### config.mk
export PLATFORM = sky130hd
export DESIGN_NAME = alu_mc_flat
export DESIGN_NICKNAME = d
export VERILOG_FILES = /design/src/rtl/alu_mc_pkg.sv /design/src/rtl/alu_mc_if.sv /design/src/rtl/alu_mc_mul_iter.sv /design/src/rtl/alu_mc.sv /design/src/flat_wrapper.sv
export SDC_FILE = /design/constraint.sdc
export NUM_CORES = 1
export LEC_CHECK = 0
export BUFFER_PORTS_ARGS = -buffer_cell sky130_fd_sc_hd__buf_2
export CORE_ASPECT_RATIO = 2
export CORE_MARGIN = 4
export CORE_UTILIZATION = 40
export CTS_BUF_LIST = sky130_fd_sc_hd__clkbuf_4 sky130_fd_sc_hd__clkbuf_8
export DETAILED_ROUTE_END_ITERATION = 10
export PLACE_DENSITY = 0.59
export RECOVER_POWER = 100
export SLEW_MARGIN = 30
export SYNTH_ARGS = -nofsm -noshare
export SYNTH_HDL_FRONTEND = slang
export SYNTH_SLANG_ARGS = --single-unit
export TNS_END_PERCENT = 100
### constraint.sdc
create_clock -name clk -period 4.7 [get_ports clk]
set_input_delay 0.47 -clock clk [delete_from_list [all_inputs] [get_ports clk]]
set_output_delay 0.47 -clock clk [all_outputs]
set_load 0.01 [all_outputs]
### src/rtl/alu_mc_pkg.sv
// Shared constants and types for the multi-cycle ALU: op-code encoding and FSM states.
package alu_pkg;

    localparam int OP_W = 4;

    // Op codes 0..4 keep the legacy 3-bit select encoding; 11..15 are illegal.
    typedef enum logic [OP_W-1:0] {
        OP_ADD  = 4'd0,
        OP_SUB  = 4'd1,
        OP_AND  = 4'd2,
        OP_OR   = 4'd3,
        OP_XOR  = 4'd4,
        OP_SLL  = 4'd5,
        OP_SRL  = 4'd6,
        OP_SRA  = 4'd7,
        OP_SLT  = 4'd8,
        OP_SLTU = 4'd9,
        OP_MUL  = 4'd10
    } op_e;

    typedef enum logic {
        ST_IDLE     = 1'b0,
        ST_MUL_BUSY = 1'b1
    } state_e;

endpackage

### src/rtl/alu_mc_if.sv
// Operand/result handshake bundle between decode, the ALU and the writeback register.
interface alu_mc_if #(parameter int WIDTH = 32);

    logic                     in_valid;
    logic                     in_ready;
    logic [alu_pkg::OP_W-1:0] op;
    logic [WIDTH-1:0]         a;
    logic [WIDTH-1:0]         b;
    logic                     out_valid;
    logic                     out_ready;
    logic [WIDTH-1:0]         result;
    logic                     zero;
    logic                     err;
    logic                     busy;

    // The ALU side.
    modport slave (
        input  in_valid, op, a, b, out_ready,
        output in_ready, out_valid, result, zero, err, busy
    );

    // The decode/writeback side that drives operands and consumes results.
    modport master (
        output in_valid, op, a, b, out_ready,
        input  in_ready, out_valid, result, zero, err, busy
    );

endinterface

### src/rtl/alu_mc_mul_iter.sv
// Shift-add multiplier: one partial product per cycle, WIDTH cycles from start to done.
module alu_mul_iter #(
    parameter int WIDTH = 32
) (
    input  logic             clk,
    input  logic             rst_n,
    input  logic             start_i,
    input  logic [WIDTH-1:0] a_i,
    input  logic [WIDTH-1:0] b_i,
    output logic             done_o,
    output logic [WIDTH-1:0] product_o
);

    localparam int CW = $clog2(WIDTH);
    localparam logic [CW-1:0] LAST = CW'(WIDTH - 1);

    logic [CW-1:0]    count_q;
    logic             running_q;
    logic [WIDTH-1:0] acc_q;
    logic [WIDTH-1:0] mcand_q;
    logic [WIDTH-1:0] mplier_q;
    logic [WIDTH-1:0] accNext;

    // Partial-product add for the current multiplier bit; on the last step this is the product.
    always_comb begin
        accNext = acc_q + (mplier_q[0] ? mcand_q : '0);
    end

    // Load operands on start, then shift multiplicand left and multiplier right each cycle.
    always_ff @(posedge clk or negedge rst_n) begin
        if (!rst_n) begin
            count_q   <= '0;
            running_q <= 1'b0;
            acc_q     <= '0;
            mcand_q   <= '0;
            mplier_q  <= '0;
        end else if (start_i) begin
            count_q   <= '0;
            running_q <= 1'b1;
            acc_q     <= '0;
            mcand_q   <= a_i;
            mplier_q  <= b_i;
        end else if (running_q) begin
            acc_q    <= accNext;
            mcand_q  <= mcand_q << 1;
            mplier_q <= mplier_q >> 1;
            count_q  <= count_q + 1'b1;
            if (count_q == LAST) begin
                running_q <= 1'b0;
            end
        end
    end

    assign done_o    = running_q && (count_q == LAST);
    assign product_o = accNext;

endmodule

### src/rtl/alu_mc.sv
// Multi-cycle execute-stage ALU with valid/ready handshakes and a registered result.
// Optional feature macro ALU_MUL_EN: builds the iterative multiplier for OP_MUL;
// without it OP_MUL is reported as illegal and busy is tied low.
module alu_mc
    import alu_pkg::*;
#(
    parameter int WIDTH = 32
) (
    input  logic     clk,
    input  logic     rst_n,
    alu_mc_if.slave  bus
);

    localparam int SHW = $clog2(WIDTH);

    logic [WIDTH-1:0] result_q;
    logic             zero_q;
    logic             err_q;
    logic             outValid_q;
    logic             inReady;
    logic             busyFlag;
    logic             accept;
    logic             acceptAlu;
    logic [WIDTH-1:0] aluRes;
    logic             legal;
    logic [SHW-1:0]   shamt;

    // Single-cycle operations and legality decode from the presented operands.
    always_comb begin
        aluRes = '0;
        legal  = 1'b1;
        shamt  = bus.b[SHW-1:0];
        case (bus.op)
            OP_ADD:  aluRes = bus.a + bus.b;
            OP_SUB:  aluRes = bus.a - bus.b;
            OP_AND:  aluRes = bus.a & bus.b;
            OP_OR:   aluRes = bus.a | bus.b;
            OP_XOR:  aluRes = bus.a ^ bus.b;
            OP_SLL:  aluRes = bus.a << shamt;
            OP_SRL:  aluRes = bus.a >> shamt;
            OP_SRA:  aluRes = $signed(bus.a) >>> shamt;
            OP_SLT:  aluRes = WIDTH'($signed(bus.a) < $signed(bus.b));
            OP_SLTU: aluRes = WIDTH'(bus.a < bus.b);
`ifdef ALU_MUL_EN
            OP_MUL:  aluRes = '0;
`endif
            default: legal  = 1'b0;
        endcase
    end

    assign accept = bus.in_valid && inReady;

`ifdef ALU_MUL_EN
    state_e           state_q;
    state_e           state_d;
    logic             isMul;
    logic             mulDone;
    logic [WIDTH-1:0] mulProduct;

    assign isMul     = (bus.op == OP_MUL);
    assign acceptAlu = accept && !isMul;

    alu_mul_iter #(.WIDTH(WIDTH)) u_mul (
        .clk       (clk),
        .rst_n     (rst_n),
        .start_i   (accept && isMul),
        .a_i       (bus.a),
        .b_i       (bus.b),
        .done_o    (mulDone),
        .product_o (mulProduct)
    );

    // State register; reset aborts any multiply in flight.
    always_ff @(posedge clk or negedge rst_n) begin
        if (!rst_n) begin
            state_q <= ST_IDLE;
        end else begin
            state_q <= state_d;
        end
    end

    // Enter MUL_BUSY on an accepted multiply, leave on the final iteration.
    always_comb begin
        state_d = state_q;
        case (state_q)
            ST_IDLE:     if (accept && isMul) state_d = ST_MUL_BUSY;
            ST_MUL_BUSY: if (mulDone)         state_d = ST_IDLE;
            default:     state_d = ST_IDLE;
        endcase
    end

    // Handshake outputs depend only on state, the output register and out_ready.
    always_comb begin
        inReady  = rst_n && (state_q == ST_IDLE) && (!outValid_q || bus.out_ready);
        busyFlag = (state_q == ST_MUL_BUSY);
    end
`else
    assign acceptAlu = accept;

    // Without the multiplier the block is always idle; only the output register stalls it.
    always_comb begin
        inReady  = rst_n && (!outValid_q || bus.out_ready);
        busyFlag = 1'b0;
    end
`endif

    // Output register: load on a single-cycle accept or multiply completion, hold under backpressure.
    always_ff @(posedge clk or negedge rst_n) begin
        if (!rst_n) begin
            result_q   <= '0;
            zero_q     <= 1'b0;
            err_q      <= 1'b0;
            outValid_q <= 1'b0;
        end else if (acceptAlu) begin
            result_q   <= legal ? aluRes : '0;
            zero_q     <= legal ? (aluRes == '0) : 1'b1;
            err_q      <= !legal;
            outValid_q <= 1'b1;
`ifdef ALU_MUL_EN
        end else if (mulDone) begin
            result_q   <= mulProduct;
            zero_q     <= (mulProduct == '0);
            err_q      <= 1'b0;
            outValid_q <= 1'b1;
`endif
        end else if (outValid_q && bus.out_ready) begin
            outValid_q <= 1'b0;
        end
    end

    assign bus.in_ready  = inReady;
    assign bus.busy      = busyFlag;
    assign bus.out_valid = outValid_q;
    assign bus.result    = result_q;
    assign bus.zero      = zero_q;
    assign bus.err       = err_q;

endmodule

### src/flat_wrapper.sv
// flat-port wrapper written by rule: the top's interface ports become plain ports
module alu_mc_flat import alu_pkg::*;
#(
    parameter int WIDTH = 32
)
  (clk, rst_n, bus_in_valid, bus_op, bus_a, bus_b, bus_out_ready, bus_in_ready, bus_out_valid, bus_result, bus_zero, bus_err, bus_busy);
  alu_mc_if #(.WIDTH(WIDTH)) bus_i ();
  input  logic clk;
  input  logic rst_n;
  input wire logic [$bits(bus_i.in_valid)-1:0] bus_in_valid;
  input wire logic [$bits(bus_i.op)-1:0] bus_op;
  input wire logic [$bits(bus_i.a)-1:0] bus_a;
  input wire logic [$bits(bus_i.b)-1:0] bus_b;
  input wire logic [$bits(bus_i.out_ready)-1:0] bus_out_ready;
  output wire logic [$bits(bus_i.in_ready)-1:0] bus_in_ready;
  output wire logic [$bits(bus_i.out_valid)-1:0] bus_out_valid;
  output wire logic [$bits(bus_i.result)-1:0] bus_result;
  output wire logic [$bits(bus_i.zero)-1:0] bus_zero;
  output wire logic [$bits(bus_i.err)-1:0] bus_err;
  output wire logic [$bits(bus_i.busy)-1:0] bus_busy;
  assign bus_i.in_valid = bus_in_valid;
  assign bus_i.op = bus_op;
  assign bus_i.a = bus_a;
  assign bus_i.b = bus_b;
  assign bus_i.out_ready = bus_out_ready;
  assign bus_in_ready = bus_i.in_ready;
  assign bus_out_valid = bus_i.out_valid;
  assign bus_result = bus_i.result;
  assign bus_zero = bus_i.zero;
  assign bus_err = bus_i.err;
  assign bus_busy = bus_i.busy;
  alu_mc #(.WIDTH(WIDTH)) u_core (.clk(clk), .rst_n(rst_n), .bus(bus_i));
endmodule
==> flow_summary.json <==
{
  "grt_pass1_wl_um": 88400,
  "cp-start-kind": "input pin",
  "path_class": "input pin to flip-flop",
  "htree_levels": 2,
  "cp_slowest_cell": "mux4_2",
  "hold_end": "u_core.bus.out_valid$_DFFE_PN0P_",
  "pin_count": 109,
  "drive_gt1_share_pct": 21.4,
  "io_buffers": 107,
  "crit_arrival_ns": 4.75,
  "synth_top_cell_area_share_pct": 11.8,
  "layout.nets": 1876,
  "floorplan.rows": 84,
  "clock_latency_ns": 0.31,
  "p_leak_nw": 5.71,
  "r2r_slack_ns": 1.32,
  "die_w_um": 123,
  "route.antenna.remaining_nets": 0,
  "hold_path_class": "input pin to flip-flop",
  "synthFlopType": "dfrtp_1",
  "holdWs_ns": 0.460,
  "synth_nets": 1671,
  "synth.distinct_cells": 83,
  "synth-seq-cells": 35,
  "grt_setup_unrepaired": "false",
  "clock-sinks": 35,
  "place.gp.congestion": 1.08,
  "finalMaxSlewViolations": 83,
  "drv_cap": 2,
  "cts_tree": "done",
  "crit_fanout": 27,
  "vias_per_cell": 6.75,
  "gr-total-overflow": 0,
  "max_stage_delay_ns": 0.53,
  "r2r_start": "u_core.bus.out_valid$_DFFE_PN0P_",
  "worstHoldPathCells": 3,
  "yosys.area.top_type": "ha_1",
  "grt_usage_pct": 41.0,
  "violations": "max-capacitance violations, max-slew violations",
  "slew_headroom_pct": -27.9,
  "start_util_pct": 40.5,
  "tightest_slew_ns": 1.92,
  "fin_crit_sh_pct": 96.6,
  "die-area_um2": 29400,
  "synthTopCellsByArea": "ha_1 (12%), dfrtp_1 (8.2%), mux4_2 (6.6%)",
  "crit_family": "simple AND/OR/NAND/NOR gates",
  "post-route-min-period_ns": 4.54,
  "max_freq_mhz": 220,
  "synth_edf_count": 0,
  "post-route-drc-count": 0,
  "clock_skew_ns": 0.00294,
  "cts_buffers": 5,
  "routedWlPerCell_um": 30.0,
  "setup.worst_path.end_class": "flip-flop",
  "syn_inst": 1497,
  "clockBufferDepth": 2,
  "synth_warnings": 0,
  "dp_hpwl_um": 51300,
  "p_per_area_nw_per_um2": 180,
  "setup_viol": 0,
  "status": "finished, violations left",
  "r2r_cells": 14,
  "grt_max_degree": 59,
  "clockRootBuffer": "clkbuf_8",
  "syn_area_per_cell_um2": 7.10,
  "core_area_um2": 26300,
  "grt_pass1_vias": 13600,
  "fillers": 2798,
  "hold_viol": 0,
  "die_height_um": 239,
  "required_ns": 4.91,
  "worstHoldStart": "bus_out_ready",
  "syn2layout_area_growth_pct": 20.8,
  "ir_drop_mv": 0.120,
  "post-cts-setup-buffers": 0,
  "path_cells": "buf_4 -> buf_12 -> mux4_2 -> nand2_1 -> o21ai_0 -> buf_4 -> a2111oi_1 -> and4_1 -> nand4_1 -> nor4_2 -> nand4_1 -> nor4_1 -> buf_4 -> nand4_1 -> or3_1 -> o311ai_1",
  "synthesis.area_um2": 10600,
  "drt_first_iter_violations": 1503,
  "drt-total-wl_um": 61500,
  "tns_ns": 0,
  "clk_pin_slew_ns": 0.07,
  "antenna_found_initial": 2,
  "ys_seq_area_share_pct": 8.24,
  "path_buf_inv": 4,
  "rr_endpoint": "u_core.bus.zero$_DFFE_PN0P_",
  "vias": 13800,
  "async_flop_share_pct": 100,
  "drtPass1Iterations": 6
}
report_power, final:
group / internal, mW / switching, mW / leakage, nW / total (mW)
Clock: 0.171 / 0.115 / 0.0612 / 0.286
Combinational: 0.608 / 1.03 / 5.20 / 1.64
Sequential: 0.358 / 0.0278 / 0.453 / 0.386
Total: 1.14 / 1.17 / 5.71 / 2.31
cell usage after synthesis (28+ instances only):
cell / instances
mux2_2: 37
inv_1: 100
nand2_1: 156
mux4_2: 31
a21oi_1: 128
mux2i_1: 61
o21ai_0: 109
dfrtp_1: 35
nor2_1: 138
a211oi_1: 32
o211ai_1: 28
clkbuf_1: 78
ha_1: 100
nor3_1: 44
cell type report:
cell class / instances / area (um^2) / share of cell area, %
well taps: 344 / 430 / 3.35
inverters: 102 / 383 / 2.98
diodes: 2 / 5.00 / 0.0390
clock buffers: 6 / 82.6 / 0.643
flip-flops and latches: 35 / 876 / 6.82
repair buffers: 315 / 2100 / 16.3
clock inverters: 2 / 35.0 / 0.273
multi-input cells: 1243 / 8930 / 69.6
kinds of logic after synthesis:
kind of cell	after synthesis	share of synthesized area (%)
AO/OA/AOI/OAI	501	31.4
XOR/XNOR	25	2.06
buffers and inverters	219	8.13
flip-flops	35	8.24
adder cells (fa/ha/maj)	102	12.1
AND/OR/NAND/NOR	483	21.5
multiplexers	131	16.5
other	1	0.0353
through the flow:
| step | util, % | power (mW) | setup WS [ns] | instances | area (um^2) |
|---|---|---|---|---|---|
| after floorplan | - | 1.26 | 0.0450 | 1497 | 10600 |
| after global placement | 48.6 | 1.99 | -0.265 | 2038 | 12800 |
| after detailed placement | 48.6 | 1.99 | -0.215 | 2038 | 12800 |
| after CTS | 49.1 | 2.29 | 0.120 | 2046 | 12900 |
| after global routing | 48.9 | 2.41 | 0.000680 | 2047 | 12800 |
| final | 48.9 | 2.31 | 0.157 | 2049 | 12800 |
per-layer routing:
layer	global-route usage (%)	wire length, um	vias to the layer above	share of wire [%]
li1	-	-	6014	-
met1	42.0	20200	6579	33
met2	70.4	29800	876	48
met3	5.40	4230	361	6.9
met4	37.0	7280	2	12
met5	0	13	-	0.021
how the worst max path moves through the flow:
stage / from / end / slack, ns / cells past startpoint
after detailed placement: bus_b[0] / u_core.bus.zero$_DFFE_PN0P_ / -0.21 / 16
after floorplan: bus_b[1] / u_core.bus.zero$_DFFE_PN0P_ / 0.04 / 17
after CTS: bus_b[0] / u_core.bus.zero$_DFFE_PN0P_ / 0.12 / 16
after global placement: bus_b[0] / u_core.bus.zero$_DFFE_PN0P_ / -0.26 / 16
final: bus_b[0] / u_core.bus.zero$_DFFE_PN0P_ / 0.16 / 16
after global routing: bus_a[0] / u_core.bus.zero$_DFFE_PN0P_ / 0.0007 / 19
placed cells by master (no fill, tap or decap), types with 7 or more instances in the layout:
cell type    n
inv_1      100
a21oi_1    128
dfrtp_1     35
mux2_2      37
o31ai_1     20
nand2_1    156
clkbuf_1    45
nand3b_1     7
o2111ai_1    9
o21ai_0    109
nor2b_1     14
a22oi_1     23
o211ai_1    28
nand2b_1    12
a221oi_1    12
o311ai_0     7
buf_2       69
xnor2_1     25
nand3_1     25
o221ai_1    13
and2_1       8
mux2i_1     61
nand4_1     13
ha_1       100
o22ai_1     14
a221o_1      9
o211a_1      9
buf_4      193
a31oi_1     14
mux4_2      31
and3_1      12
nor2_1     138
a211oi_1    32
nor4_1      20
nor3_1      44
state kept, by name, summed over array words and instances, names as in the netlist:
| name | count |
|---|---|
| u_core.bus.err | 1 |
| u_core.bus.out_valid | 1 |
| u_core.bus.result | 32 |
| u_core.bus.zero | 1 |
worst min-delay path, delay by kind of cell:
family / cells / cell delay (ns)
AND/OR/NAND/NOR: 2 / 0.19
buffers and inverters: 1 / 0.07
timing repair:
| action | 4_1_cts | 5_1_grt |
|---|---|---|
| resized for setup | 0 | 1 |
| endpoints found under the setup margin | 0 | 1 |
| hold buffers | 0 | 0 |
Power figures use the tool's default switching activity.
